`config.mk`:
```
export PLATFORM = sky130hd
export DESIGN_NAME = sdram_arbit
export DESIGN_NICKNAME = d
export VERILOG_FILES = /design/src/rtl/sdram_pkg.sv /design/src/rtl/sdram_arbit.sv
export SDC_FILE = /design/constraint.sdc
export NUM_CORES = 1
export LEC_CHECK = 0
export ABC_CLOCK_PERIOD_IN_PS = 2009
export BUFFER_PORTS_ARGS = -buffer_cell sky130_fd_sc_hd__buf_2
export CAP_MARGIN = 20
export CELL_PAD_IN_SITES_DETAIL_PLACEMENT = 1
export CELL_PAD_IN_SITES_GLOBAL_PLACEMENT = 1
export CORE_MARGIN = 2
export CORE_UTILIZATION = 21
export CTS_CLUSTER_DIAMETER = 120
export DETAILED_ROUTE_END_ITERATION = 8
export GPL_TIMING_DRIVEN = 0
export PLACE_DENSITY = 0.89
export SYNTH_ARGS = -nofsm -noshare
export SYNTH_HDL_FRONTEND = slang
export SYNTH_SLANG_ARGS = --single-unit
```
`constraint.sdc`:
```
create_clock -name sys_clk -period 2.01 [get_ports sys_clk]
set_input_delay 0.201 -clock sys_clk [delete_from_list [all_inputs] [get_ports sys_clk]]
set_output_delay 0.201 -clock sys_clk [all_outputs]
set_load 0.02 [all_outputs]
```
`src/rtl/sdram_pkg.sv`:
```
// Shared SDRAM command encodings ({cs_n,ras_n,cas_n,we_n}) and arbiter state type.
package sdram_pkg;

  localparam logic [3:0]  CMD_NOP         = 4'b0111;
  localparam logic [3:0]  CMD_PRECHARGE   = 4'b0010;
  localparam logic [3:0]  CMD_AUTOREFRESH = 4'b0001;
  localparam logic [3:0]  CMD_ACTIVE      = 4'b0011;
  localparam logic [3:0]  CMD_READ        = 4'b0101;
  localparam logic [3:0]  CMD_WRITE       = 4'b0100;
  localparam logic [3:0]  CMD_MRS         = 4'b0000;

  localparam logic [1:0]  BA_IDLE   = 2'b11;
  localparam logic [11:0] ADDR_IDLE = 12'hfff;

  typedef enum logic [2:0] {
    ARB_IDLE  = 3'd0,
    ARB_ARBIT = 3'd1,
    ARB_AREF  = 3'd2,
    ARB_WRITE = 3'd3,
    ARB_READ  = 3'd4
  } arb_state_t;

endpackage

```
`src/rtl/sdram_arbit.sv`:
```
// SDRAM bus arbiter: fixed-priority grant of refresh/write/read after init,
// with the command bus muxed combinationally from the registered state.
//
// state     | meaning
// ARB_IDLE  | init sequence owns the bus
// ARB_ARBIT | NOP on bus, choose aref > write > read
// ARB_AREF  | refresh owns the bus until aref_end
// ARB_WRITE | write owns the bus until wr_end
// ARB_READ  | read owns the bus until rd_end
module sdram_arbit
  import sdram_pkg::*;
(
  input  logic        sys_clk,
  input  logic        sys_rst,
  input  logic        init_end,
  input  logic [3:0]  init_cmd,
  input  logic [1:0]  init_ba,
  input  logic [11:0] init_addr,
  input  logic        aref_req,
  input  logic        aref_end,
  input  logic [3:0]  aref_cmd,
  input  logic [1:0]  aref_ba,
  input  logic [11:0] aref_addr,
  input  logic        wr_req,
  input  logic        wr_end,
  input  logic [3:0]  wr_cmd,
  input  logic [1:0]  wr_ba,
  input  logic [11:0] wr_addr,
  input  logic        rd_req,
  input  logic        rd_end,
  input  logic [3:0]  rd_cmd,
  input  logic [1:0]  rd_ba,
  input  logic [11:0] rd_addr,
  output logic        aref_en,
  output logic        wr_en,
  output logic        rd_en,
  output logic        sdram_cke,
  output logic        sdram_cs_n,
  output logic        sdram_ras_n,
  output logic        sdram_cas_n,
  output logic        sdram_we_n,
  output logic [1:0]  sdram_ba,
  output logic [11:0] sdram_addr
);

  arb_state_t  state_q, state_d;
  logic        aref_en_q, wr_en_q, rd_en_q, cke_q;
  logic        grant_ok;
  logic [3:0]  cmd;

  // init_end falling anywhere past idle throws the arbiter back to idle
  always_comb begin
    state_d = state_q;
    case (state_q)
      ARB_IDLE:  if (init_end) state_d = ARB_ARBIT;
      ARB_ARBIT: begin
        if (!init_end)     state_d = ARB_IDLE;
        else if (aref_req) state_d = ARB_AREF;
        else if (wr_req)   state_d = ARB_WRITE;
        else if (rd_req)   state_d = ARB_READ;
      end
      ARB_AREF:  if (!init_end) state_d = ARB_IDLE; else if (aref_end) state_d = ARB_ARBIT;
      ARB_WRITE: if (!init_end) state_d = ARB_IDLE; else if (wr_end)   state_d = ARB_ARBIT;
      ARB_READ:  if (!init_end) state_d = ARB_IDLE; else if (rd_end)   state_d = ARB_ARBIT;
      default:   state_d = ARB_IDLE;
    endcase
  end

  assign grant_ok = (state_q == ARB_ARBIT);

  always_ff @(posedge sys_clk) begin
    if (sys_rst) begin
      state_q   <= ARB_IDLE;
      aref_en_q <= 1'b0;
      wr_en_q   <= 1'b0;
      rd_en_q   <= 1'b0;
      cke_q     <= 1'b1;
    end else begin
      state_q   <= state_d;
      aref_en_q <= grant_ok && (state_d == ARB_AREF);
      wr_en_q   <= grant_ok && (state_d == ARB_WRITE);
      rd_en_q   <= grant_ok && (state_d == ARB_READ);
    end
  end

  always_comb begin
    cmd        = CMD_NOP;
    sdram_ba   = BA_IDLE;
    sdram_addr = ADDR_IDLE;
    case (state_q)
      ARB_IDLE:  begin cmd = init_cmd; sdram_ba = init_ba; sdram_addr = init_addr; end
      ARB_AREF:  begin cmd = aref_cmd; sdram_ba = aref_ba; sdram_addr = aref_addr; end
      ARB_WRITE: begin cmd = wr_cmd;   sdram_ba = wr_ba;   sdram_addr = wr_addr;   end
      ARB_READ:  begin cmd = rd_cmd;   sdram_ba = rd_ba;   sdram_addr = rd_addr;   end
      default:   ;
    endcase
  end

  assign {sdram_cs_n, sdram_ras_n, sdram_cas_n, sdram_we_n} = cmd;
  assign aref_en   = aref_en_q;
  assign wr_en     = wr_en_q;
  assign rd_en     = rd_en_q;
  assign sdram_cke = cke_q;

endmodule
```
; Yosys cells after proc, flatten, opt, wreduce, memory -nomap -nowiden
; Cells that the tools add are included.
[classes]
n_addsub = 0
mul = 0
div_mod_pow = 0
magnitude_cmp = 0
n_eq_ne = 7
shifts = 0
muxes = 15
bitwise_logic = 0
n_reduce_logical = 4
[ops]
columns = operator, count
row1 = 12-bit one-hot mux with 4 select lines, 1
row2 = 3-bit two-way mux, 11
row3 = 4-bit one-hot mux with 4 select lines, 1
row4 = 3-bit one-hot mux with 5 select lines, 1
row5 = "3-bit by 2-bit equality test with 1-bit output, second input constant", 4
row6 = 2-bit one-hot mux with 4 select lines, 1
row7 = "3-bit equality test, second input constant", 2
row8 = "3-bit by 1-bit equality test with 1-bit output, second input constant", 1
row9 = 1-bit logical AND, 3
row10 = 3-bit zero test, 1
[totals]
register_bits = 6
latchBits = 0
ram_bits = 0
rom_bits = 0
in_bits = 81
out_inout_bits = 22
elab_cells = 30
n_memories = 0

; Logic depth before layout (Yosys ltp)
[depth]
ltp_word = 7
ltp_mapped = 5
ltp_nobuf = 3

; Worst setup path before layout
; Ideal clock, no wire load.
[synth_timing]
path_type = register -> output
startpoint = register state_q[1]
endpoint = output sdram_addr[10]
arrival_time_ps = 1305
required_ps = 1809
slack_ps = 504
stages_incl_launch_ff = 6
path_buffers = 3
path_cell_list = dfxtp_1 buf_4 buf_6 nand2_2 buf_2 a2bb2oi_1
[synth_between]
elab_chain_cells = 2
elab_cells_between_ends = 5
cone_classes = eq/ne (3) / mux (1) / reduce/logical (1)
[synth_lines]
columns = item, line
row1 = from (decl), sdram_arbit.sv:46  ; arb_state_t state_q, state_d;
row2 = from (signal assigned), sdram_arbit.sv:79  ; state_q <= state_d;
row3 = 3-bit equality test (tied with other cells), sdram_arbit.sv:90  ; case (state_q)
row4 = 12-bit one-hot mux with 4 select lines *, sdram_arbit.sv:90
row5 = to (decl), sdram_arbit.sv:43  ; output logic [11:0] sdram_addr
; Every way passes the cells marked *; elsewhere a longest branch is shown, timed or not.

; Worst setup path in the final report
; Ends and elaborated chain as after synthesis.

==> flow_summary.yaml <==
global_route:
  grt_pass1_vias: 1247
  grt_use_total_pct: 15.98
  grt_max_degree: 11
  antenna_found_initial: 0
  grt_pass1_wl_mm: 5.382
  overflow: 0
drt:
  met2_length_mm: 1.903
  firstDrtPassIters: 4
  wire_per_inst_um: 14.72
  drc: 0
  drt_iter0_drc: 17
  top_layer_used: "met4"
  ant_nets: 0
  met1Wirelength_mm: 1.393
  vias: 1220
  wl_met3_um: 346
  via_per_inst: 4.861
  finalWirelength_mm: 3.694
clock_network:
  cts_buffers: 3
  htreeDepth: 1
  cts-root-buf: "clkbuf_8"
  postCtsHoldBufs: 0
  cts_sinks: 6
  tritoncts: "yes"
  clk_path_buf_depth: 2
  cts_resized: 0
  clkTransAtPathRegs_ns: 0.04
  cts_setup_buffers: 0
  clk_latency_ns: 0.23
worst_setup_path:
  critPathArrivalTime_ns: 1.66
  cp.required_ns: 1.81
  crit_type: "reg -> out"
  endpoint_kind: "primary output"
  start_kind: "flop"
  cp_max_fo: 10
sta:
  max_clock_freq_mhz: 537.9
  slew_violations: 0
  worstMarginPinSlew_ns: 0.5433
  slew_headroom_pct: 63.78
  final-hold-violation-count: 0
  fin_hold_ws_ns: 0.1980
  fin_crit_ns: 1.859
  worst_slack_ns: 0.1509
  fin_worst_skew_ns: 0.004252
  rsz0062_at_grt: "no"
  fin_crit_sh_pct: 92.49
  tns_ns: 0
  setup_violations: 0
synth:
  ys_ff_latch: 6
  synthCells: 99
  synth_seq_area_share_pct: 14.46
  async_flop_share_pct: 0
  synth.distinct_cells: 32
  syn-mean-instance-area_um2: 8.392
  synth_largest_area_cell: "mux2_1"
  yosysWarnings: 0
  ys.flop_type: "dfxtp_1"
  syn_area_um2: 830.8
  syn_nets: 180
  synth_edf_count: 0
  synth.top_cell.area_share_pct: 21.69
  synth_area_leaders: "mux2_1 22%, a2bb2oi_1 18%, dfxtp_1 14%"
cells_and_area:
  nets: 286
  diodes: 0
  layout_common_cells: "104 x buf_2, 18 x o22ai_1, 17 x a2bb2oi_1"
  nFillCells: 512
  layout_commonest_cell: "buf_2"
  multi_input_area_um2: 628.1
  ff_latch_area_um2: 120.1
  layout-drive-gt1-share_pct: 57.64
  area_growth_pct: 73.04
  final_cells: 251
job:
  cap_viol_max_count: 0
floorplan:
  die_x_um: 66.90
  die_h_um: 66.90
  coreArea_um2: 3744
  initial_utilization_pct: 22.19
  core.rowCount: 22
  die-area_um2: 4476
  io_pins: 103
place:
  pre_cts_ws_ns: 0.3567
  hpwl_mm: 3.057
  dp.cells: 248
  gp_congestion: 0.7258
  io_buffers: 101
pwr:
  p_leak_nw: 0.7127
  p_per_area_nw_per_um2: 393.8
  ir_drop_v: 0.0002627
outcome:
  status: "complete, no violations"
hold_path:
  hold_class: "in -> reg"
-- Yosys cell counts (2+ instances only) --
master / n
mux2_1: 16
inv_1: 2
buf_6: 2
buf_2: 3
buf_4: 2
nand2b_1: 3
dfxtp_1: 6
o22ai_1: 18
nor2b_1: 2
clkbuf_1: 4
nor2_1: 4
a2bb2oi_1: 17
-- logic make-up (layout without fill, tap and decap cells) --
family	after synthesis	in the layout	share of synthesized area, %
AOI/OAI and AO/OA	42	42	37.95
and+or+nand+nor	17	17	12.95
other	1	1	0.4514
buffers and inverters	15	119	9.937
DFF	6	6	14.46
muxes	18	18	24.25
-- final timing paths --
path | startpoint | slack (ns) | end | cells after the start
hold / removal | aref_req | 0.20 | wr_en | 2
setup / recovery | state_q[1] | 0.15 | sdram_addr[10] | 6
setup reg to reg | state_q[2] | 0.68 | state_q[0] | 4
hold reg to reg | state_q[0] | 0.58 | state_q[1] | 2
-- metal layers --
| metal | GRT usage, % | vias up |
|---|---|---|
| met2 | 31.13 | 69 |
| li1 | - | 603 |
| met3 | 3.378 | 7 |
| met1 | 16.83 | 541 |
| met4 | 4.847 | 0 |
| met5 | 0 | - |
-- sequential cells by signal (all words and copies together) (netlist names) --
name and flops:
wr_en 1, aref_en 1, state_q 3, rd_en 1
-- critical path, stage by stage, from the launching register on --
cell and delay [ns]:
dfxtp_1 0.30, buf_4 0.18, buf_6 0.15, nand2_2 0.16
buf_2 0.27, a2bb2oi_1 0.19, buf_2 0.18
-- power breakdown --
part	leakage, nW	internal (mW)	total [mW]	switching (mW)
clock network	0.0216	0.129	0.189	0.0596
registers	0.0487	0.122	0.124	0.00212
logic	0.642	0.131	0.253	0.122
total	0.713	0.382	0.566	0.184
-- area by class of cell --
| type | count | share of cell area [%] |
|---|---|---|
| Buffer | 11 | 4.700 |
| Clock buffer | 3 | 2.872 |
| Inverter | 4 | 1.044 |
| Multi-Input combinational cell | 78 | 43.69 |
| Sequential cell | 6 | 8.355 |
| Tap cell | 48 | 4.178 |
| Timing Repair Buffer | 101 | 35.16 |
-- stage by stage --
stage / area, um2 / utilization, % / power [mW]
floorplan: 830.8 / - / 0.2592
global placement: 1396 / 37.30 / 0.3733
detailed placement: 1396 / 37.30 / 0.3808
CTS: 1438 / 38.40 / 0.5678
global route: 1438 / 38.40 / 0.5972
finish: 1438 / 38.40 / 0.5661
Note: power is estimated with default switching activity, not from simulation.
